**config.mk**
```make
export PLATFORM = sky130hd
export DESIGN_NAME = instruction_fetch_unit
export DESIGN_NICKNAME = d
export VERILOG_FILES = /design/src/rtl/instruction_fetch_unit.sv
export SDC_FILE = /design/constraint.sdc
export NUM_CORES = 1
export LEC_CHECK = 0
export ABC_AREA = 1
export CAP_MARGIN = 20
export CORE_MARGIN = 1.5
export CORE_UTILIZATION = 45
export CTS_BUF_LIST = sky130_fd_sc_hd__clkbuf_8 sky130_fd_sc_hd__clkbuf_16
export CTS_CLUSTER_DIAMETER = 60
export DETAILED_ROUTE_END_ITERATION = 12
export PLACE_DENSITY = 0.77
export SLEW_MARGIN = 40
export SYNTH_ARGS = -nofsm -noshare
export SYNTH_HDL_FRONTEND = slang
export SYNTH_SLANG_ARGS = --single-unit
```
**constraint.sdc**
```tcl
create_clock -name clk -period 2.8 [get_ports clk]
set_input_delay 0.7 -clock clk [delete_from_list [all_inputs] [get_ports clk]]
set_output_delay 0.7 -clock clk [all_outputs]
set_load 0.02 [all_outputs]
```
**src/rtl/instruction_fetch_unit.sv**
```systemverilog
// ---------------------------------------------------------------------------
// instruction_fetch_unit
//
// Owns the program counter. Fetches one instruction word at a time from
// instruction memory over a req/ready handshake. Holds that word for exactly
// one EXEC cycle while the decoder and datapath evaluate it. Then computes the
// next PC from the decoder flags, the ALU Zero flag and register operand Da.
// Memory timeouts and misaligned targets park the unit in a sticky FAULT
// state, which only reset clears.
//
// Ports:
//   clk, reset            rising-edge clock, synchronous active-high reset
//   imem_req/imem_addr    fetch request and byte address (high only in FETCH)
//   imem_ready/imem_rdata memory response, only looked at in FETCH
//   instruction           held instruction word for the decoder
//   instr_valid           high for the single EXEC cycle
//   pc, pc_plus4          address of held instruction and its link value
//   Branch, Jump, JumpReg, InvZero, Zero, Da
//                         next-PC controls, only looked at in EXEC
//   instr_count           retired-instruction counter (wraps)
//   fault, fault_code     sticky fault flag, 01 = imem timeout, 10 = misaligned
// ---------------------------------------------------------------------------
module instruction_fetch_unit #(
    parameter logic [31:0] RESET_PC     = 32'h0000_0000,
    parameter int          IMEM_TIMEOUT = 16
) (
    input  logic        clk,
    input  logic        reset,
    output logic        imem_req,
    output logic [31:0] imem_addr,
    input  logic        imem_ready,
    input  logic [31:0] imem_rdata,
    output logic [31:0] instruction,
    output logic        instr_valid,
    output logic [31:0] pc,
    output logic [31:0] pc_plus4,
    input  logic        Branch,
    input  logic        Jump,
    input  logic        JumpReg,
    input  logic        InvZero,
    input  logic        Zero,
    input  logic [31:0] Da,
    output logic [31:0] instr_count,
    output logic        fault,
    output logic [1:0]  fault_code
);

    typedef enum logic [1:0] {IDLE, FETCH, EXEC, FAULT} state_e;

    // The timeout counter holds the number of FETCH cycles already spent
    // waiting. Reaching the last value with ready still low means this is the
    // IMEM_TIMEOUT-th consecutive waiting cycle.
    localparam logic [7:0] TOUT_LAST = 8'(IMEM_TIMEOUT - 1);

    state_e      state_q;
    logic [31:0] pc_q;
    logic [31:0] instr_q;
    logic [31:0] instrCount_q;
    logic [7:0]  toutCnt_q;
    logic        fault_q;
    logic [1:0]  faultCode_q;

    logic [31:0] pcPlus4;
    logic [31:0] branchOffset;
    logic        branchTaken;
    logic [31:0] nextPc_d;

    assign pcPlus4      = pc_q + 32'd4;
    assign branchOffset = {{14{instr_q[15]}}, instr_q[15:0], 2'b00};
    assign branchTaken  = Branch & (Zero ^ InvZero);

    // Next-PC selection. Priority order resolves conflicting flags.
    // jr beats jal, and jal beats a taken branch. Fall-through wraps
    // naturally at the top of the address space.
    always_comb begin
        nextPc_d = pcPlus4;
        if (JumpReg) begin
            nextPc_d = Da;
        end else if (Jump) begin
            nextPc_d = {pcPlus4[31:28], instr_q[25:0], 2'b00};
        end else if (branchTaken) begin
            nextPc_d = pcPlus4 + branchOffset;
        end
    end

    // Fetch/execute sequencer.
    // Reset dominates, so any memory response that arrives during a reset
    // cycle is dropped. A misaligned target is caught before it reaches the
    // PC, so pc still names the instruction that produced it. FAULT freezes
    // everything until reset.
    always_ff @(posedge clk) begin
        if (reset) begin
            state_q      <= IDLE;
            pc_q         <= RESET_PC;
            instr_q      <= '0;
            instrCount_q <= '0;
            toutCnt_q    <= '0;
            fault_q      <= 1'b0;
            faultCode_q  <= 2'b00;
        end else begin
            case (state_q)
                IDLE: begin
                    state_q <= FETCH;
                end
                FETCH: begin
                    if (imem_ready) begin
                        instr_q   <= imem_rdata;
                        toutCnt_q <= '0;
                        state_q   <= EXEC;
                    end else if (toutCnt_q == TOUT_LAST) begin
                        fault_q     <= 1'b1;
                        faultCode_q <= 2'b01;
                        state_q     <= FAULT;
                    end else begin
                        toutCnt_q <= toutCnt_q + 8'd1;
                    end
                end
                EXEC: begin
                    if (nextPc_d[1:0] == 2'b00) begin
                        pc_q         <= nextPc_d;
                        instrCount_q <= instrCount_q + 32'd1;
                        state_q      <= FETCH;
                    end else begin
                        fault_q     <= 1'b1;
                        faultCode_q <= 2'b10;
                        state_q     <= FAULT;
                    end
                end
                FAULT: begin
                    state_q <= FAULT;
                end
                default: begin
                    state_q <= IDLE;
                end
            endcase
        end
    end

    assign imem_req    = (state_q == FETCH);
    assign imem_addr   = pc_q;
    assign instr_valid = (state_q == EXEC);
    assign instruction = instr_q;
    assign pc          = pc_q;
    assign pc_plus4    = pcPlus4;
    assign instr_count = instrCount_q;
    assign fault       = fault_q;
    assign fault_code  = faultCode_q;

endmodule

```
==> Word-level counts from Yosys, hierarchy flattened <==
Cells that the tools add are included.
Widths: inputs -> output; s select.
{ "totals": {"register_bits": 109, "inputBits": 72, "word_cells": 46} }
{ "op_classes": {"n_reduce_logical": 7, "n_eq_ne": 9, "mux": 17, "n_bitwise": 2, "n_addsub": 4} }
{ "op_table": {"columns": ["op", "n"], "rows": [
  ["$mux 32", 3],
  ["$add 32x1->32 const B", 1],
  ["$add 32x3->32 const B", 1],
  ["$add 32x32->32", 1],
  ["$mux 8", 2],
  ["$mux 2", 6],
  ["$add 8x1->8 const B", 1],
  ["$eq 8x4->1 const B", 1],
  ["$pmux 2 s4", 1],
  ["$ne 2x2->1 const B", 3],
  ["$reduce_and 2->1", 3],
  ["$eq 2x2->1 const B", 2],
  ["$logic_not 2->1", 2],
  ["$pmux 2 s2", 1],
  ["$reduce_and 4->1", 1],
  ["$mux 1", 3],
  ["$ne 3x1->1 const B", 1],
  ["$eq 2x1->1 const B", 1],
  ["$ne 2x1->1 const B", 1],
  ["$pmux 1 s2", 1],
  ["$reduce_bool 2->1", 1],
  ["$and 1x1->1", 1],
  ["$xor 1x1->1", 1]
]} }

==> Longest topological paths before layout <==
{ "logic_depth": {"depth_word": 8, "mapped_depth": 24, "mapped_depth_nobuf": 24} }

==> Worst setup path after synthesis <==
Ideal clock, no wire load.
{ "synth_path": {"kind": "reg2reg", "start": "reg pc_q[2], in the netlist imem_addr[2]", "end": "reg pc_q[31], in the netlist imem_addr[31]", "setup_slack_ns": -0.605, "t_required_ns": 2.733, "arrival_time_ns": 3.337, "path_buffers": 0, "setup_ns": 0.067, "synth_period_minus_slack_ns": 3.405, "path_stages_with_launch": 22, "cell_sequence": "dfxtp_1 ha_1 nand2_1 nor2_2 nand2_2 nor3_4 nor3b_1 nand3_1 and2_1 ha_1 nand2_1 nor2_1 inv_1 nor4_1 nand2_1 nand3_1 nand2_1 nand2_1 nand2_1 nand2_1 nand2_1 a21oi_2"} }
{ "synth_between": {"elab_chain_len": 5} }
{ "synth_lines": {"columns": ["element", "line_no", "rtl"], "rows": [
  ["from (decl)", "56", "logic [31:0] pc_q;"],
  ["from (signal assigned)", "120", "pc_q <= nextPc_d;"],
  ["$add 32x3->32", "68", "assign pcPlus4 = pc_q + 32'd4;"],
  ["net pc_plus4[20]", "36", "output logic [31:0] pc_plus4,"],
  ["$add 32x32->32", "82", "nextPc_d = pcPlus4 + branchOffset;"],
  ["$mux 32", "81", "end else if (branchTaken) begin"],
  ["$mux 32", "79", "end else if (Jump) begin"],
  ["$mux 32", "77", "if (JumpReg) begin"]
]} }
The timed path passes the listed nets, and every way through them passes these cells.
A chain may end at the register's enable or synchronous reset.

==> Worst setup path in the final report <==
{ "layout_path": {"start": "reg pc_q[2], in the netlist imem_addr[2]", "end": "reg pc_q[27], in the netlist imem_addr[27]"} }
{ "layout_between": {"elab_chain_len": 5} }
{ "layout_lines": {"columns": ["element", "line_no"], "rows": [
  ["$add 32x3->32 (*)", "68"],
  ["$add 32x32->32", "82"],
  ["$mux 32 (*)", "81"],
  ["$mux 32 (*)", "79"],
  ["$mux 32 (*)", "77"]
]} }
Mark *: on every way between the ends. The rest lies on a longest branch, timed or not.

==> out/qor.yml <==
status: "complete, but fails checks"
violations: "negative setup slack"
path_class: "flip-flop to flip-flop"
tritoncts: "done"
synth_ff_type: "dfxtp_1"
firstDrtPassIters: 5
ir_drop_mv: 0.4315
fillers: 1286
vias_per_cell: 5.537
yosysWarnings: 0
slew_viol_final: 0
crit_path_top_delay_cell: "dfxtp_4"
globalRouteOverflowTotal: 0
netlist_instances: 1389
tns_ps: -2923
max_stage_delay_ps: 360
antenna_found_initial: 0
syn-num-nets: 1500
dp.final_hpwl_um: 27930
path_common_cell: "nand2_1"
drtIter0Drc: 980
mostFrequentLayoutCells: "nand2_1 (284), buf_4 (239), clkdlybuf4s50_1 (208), nor2_1 (162), inv_1 (135)"
gp_congestion: 1.001
multi_input_area_um2: 6701
synth_area_per_cell_um2: 6.097
seq_area_um2: 2236
grt_pass1_wl_um: 56720
hp-class: "flip-flop to flip-flop"
critical_path.endpoint_type: "flip-flop"
fin_skew_ps: 10.88
cts_buffer_depth: 2
setup_viol: 29
cts.sinks: 109
start_util: 0.4651
cp.required_ps: 3040
htree_levels: 3
io_buffers: 236
grt_pass1_vias: 10656
crit_fanout: 5
area_growth_pct: 71.56
async_flop_share: 0
post-route-drc-count: 0
clock_latency_ps: 370
r2r_cells: 21
start_kind: "flip-flop"
cellLeakagePower_uw: 0.006578
finalHoldViolCount: 0
core.rowCount: 49
layout.cells.most_common: "nand2_1"
diodes: 0
tightest_slew_ps: 560.9
grt_usage: 0.3683
ys_ff_latch: 109
io_pins: 237
die_x_um: 140.2
cts_root_buf: "clkbuf_16"
hold_path_depth: 2
wl_um: 38090
cts_made_buffers: 9
final.period_utilization: 1.083
ys_seq_area_frac: 0.2576
drive_above_1_share: 0.3311
cap_violations: 0
postRouteAntennaNets: 0
fp.dieArea_um2: 19650
rsz0062_at_grt: "true"
fin_nets: 1930
arrival_ps: 3270
period_minus_slack_ps: 3034
vias: 11367
fin_ws_ps: -233.6
ys_types: 51
mappedNetlistArea_um2: 8469
cts.clk_slew.worst_paths_ps: 80
synth-edff-count: 0
pre_cts_ws_ps: -362.5
powerDensity_nw_per_um2: 305.6
max_freq_mhz: 329.6
grt_max_degree: 53
die_h_um: 140.2
relSlewSlack: 0.6260
path_cells: "ha_4 > buf_4 > buf_4 > buf_4 > nor3b_2 > or2_4 > and2_4 > ha_4 > nand2_4 > nor2_4 > inv_4 > nor3_2 > nand2_1 > nand3_1 > nand2_1 > nand3_2 > nand2_2 > nand2_2 > nand2_1 > nand2_1 > a21oi_1"
routedWlPerCell_um: 18.55
core_um2: 18210
==> power by group <==
part           switching [uW]  internal (uW)
Combinational             708            596
Clock                     660            804
Sequential               72.2           1600
Total                    1440           3000
==> flip-flops by register name, summed over array words and instances (netlist names) <==
signal / flops
imem_addr: 32
instr_count: 32
instruction: 32
toutCnt_q: 8
fault_code: 2
state_q: 2
fault: 1
==> metrics by stage <==
step	area, um^2	hold WS [ps]	total power [uW]	instances	utilization
3_3_place_gp	12510	449.2	2818	1996	0.6871
4_1_cts	13760	472.9	4337	2034	0.7555
6_report	14530	466.3	4440	2053	0.7980
5_1_grt	14530	491.7	4589	2053	0.7980
3_5_place_dp	12510	459.1	2826	1996	0.6871
2_1_floorplan	8645	453.8	2221	1389	-
==> synthesized netlist by cell type, types with 3 or more instances <==
library cell | count | area [um^2]
nor2_2 | 6 | 37.54
nor4_1 | 3 | 18.77
o221ai_1 | 4 | 35.03
nand2_1 | 359 | 1348
nor2_4 | 5 | 56.30
o21ai_0 | 77 | 385.4
o21ai_1 | 4 | 20.02
clkbuf_1 | 31 | 116.4
clkinv_1 | 5 | 18.77
nand4_1 | 22 | 137.6
ha_1 | 38 | 475.5
inv_2 | 4 | 15.01
inv_1 | 159 | 596.8
or2_2 | 4 | 25.02
nor3_1 | 28 | 140.1
o21bai_1 | 7 | 52.55
nand3b_1 | 3 | 22.52
buf_2 | 3 | 15.01
nor2_1 | 205 | 769.5
dfxtp_1 | 109 | 2182
nand2_2 | 6 | 37.54
xor2_1 | 27 | 236.5
nor3_2 | 7 | 70.07
o22ai_1 | 3 | 18.77
buf_4 | 35 | 262.8
nand3_1 | 69 | 345.3
o211ai_1 | 8 | 60.06
nor3b_1 | 6 | 45.04
a21oi_1 | 114 | 570.6
xnor2_1 | 10 | 87.58
==> worst max-delay path, delay by kind of cell (launching register included) <==
| kind | cells | cell delay, ps |
|---|---|---|
| buffers and inverters | 4 | 490 |
| AND/OR/NAND/NOR | 14 | 1530 |
| AO/OA/AOI/OAI | 1 | 50 |
| adder cells (fa/ha/maj) | 2 | 480 |
| flip-flops | 1 | 360 |
==> metal layers <==
metal / global-route usage / routed length [um] / vias up
met5: 0 / 0 / -
met4: 0.2100 / 2359 / 0
met3: 0.06222 / 3569 / 147
met2: 0.5948 / 17300 / 683
met1: 0.4652 / 14860 / 5226
li1: - / - / 5311
==> kinds of logic (layout without fill, tap and decap cells) <==
family          Yosys count  count (layout)  share of synthesized area
compound gates          229             229                     0.1476
xor+xnor                 38              38                    0.04018
fa+ha+maj                39              39                    0.05850
buf+inv                 240             675                     0.1232
flops                   109             109                     0.2576
simple gates            734             734                     0.3729
==> layout make-up <==
class	instances	area share
inverters	168	0.04366
clock buffers	9	0.01550
multi-input cells	1040	0.4612
flip-flops and latches	109	0.1539
repair buffers	491	0.2988
well taps	229	0.01972
clock inverters	7	0.007233
==> what timing repair did <==
item                       4_1_cts  5_1_grt
hold buffers                     0        0
pin swaps                       66       70
setup endpoints to repair       50       42
gates resized for setup        245      183
buffers inserted                22       23
==> final timing paths <==
check / startpoint / endpoint / slack (ps)
worst max-delay path: imem_addr[2] / imem_addr[27] / -230
worst min-delay path: fault / fault / 470
worst max register to register: imem_addr[2] / imem_addr[27] / -230
worst min register to register: fault / fault / 470
(Power assumes the default switching activity.)
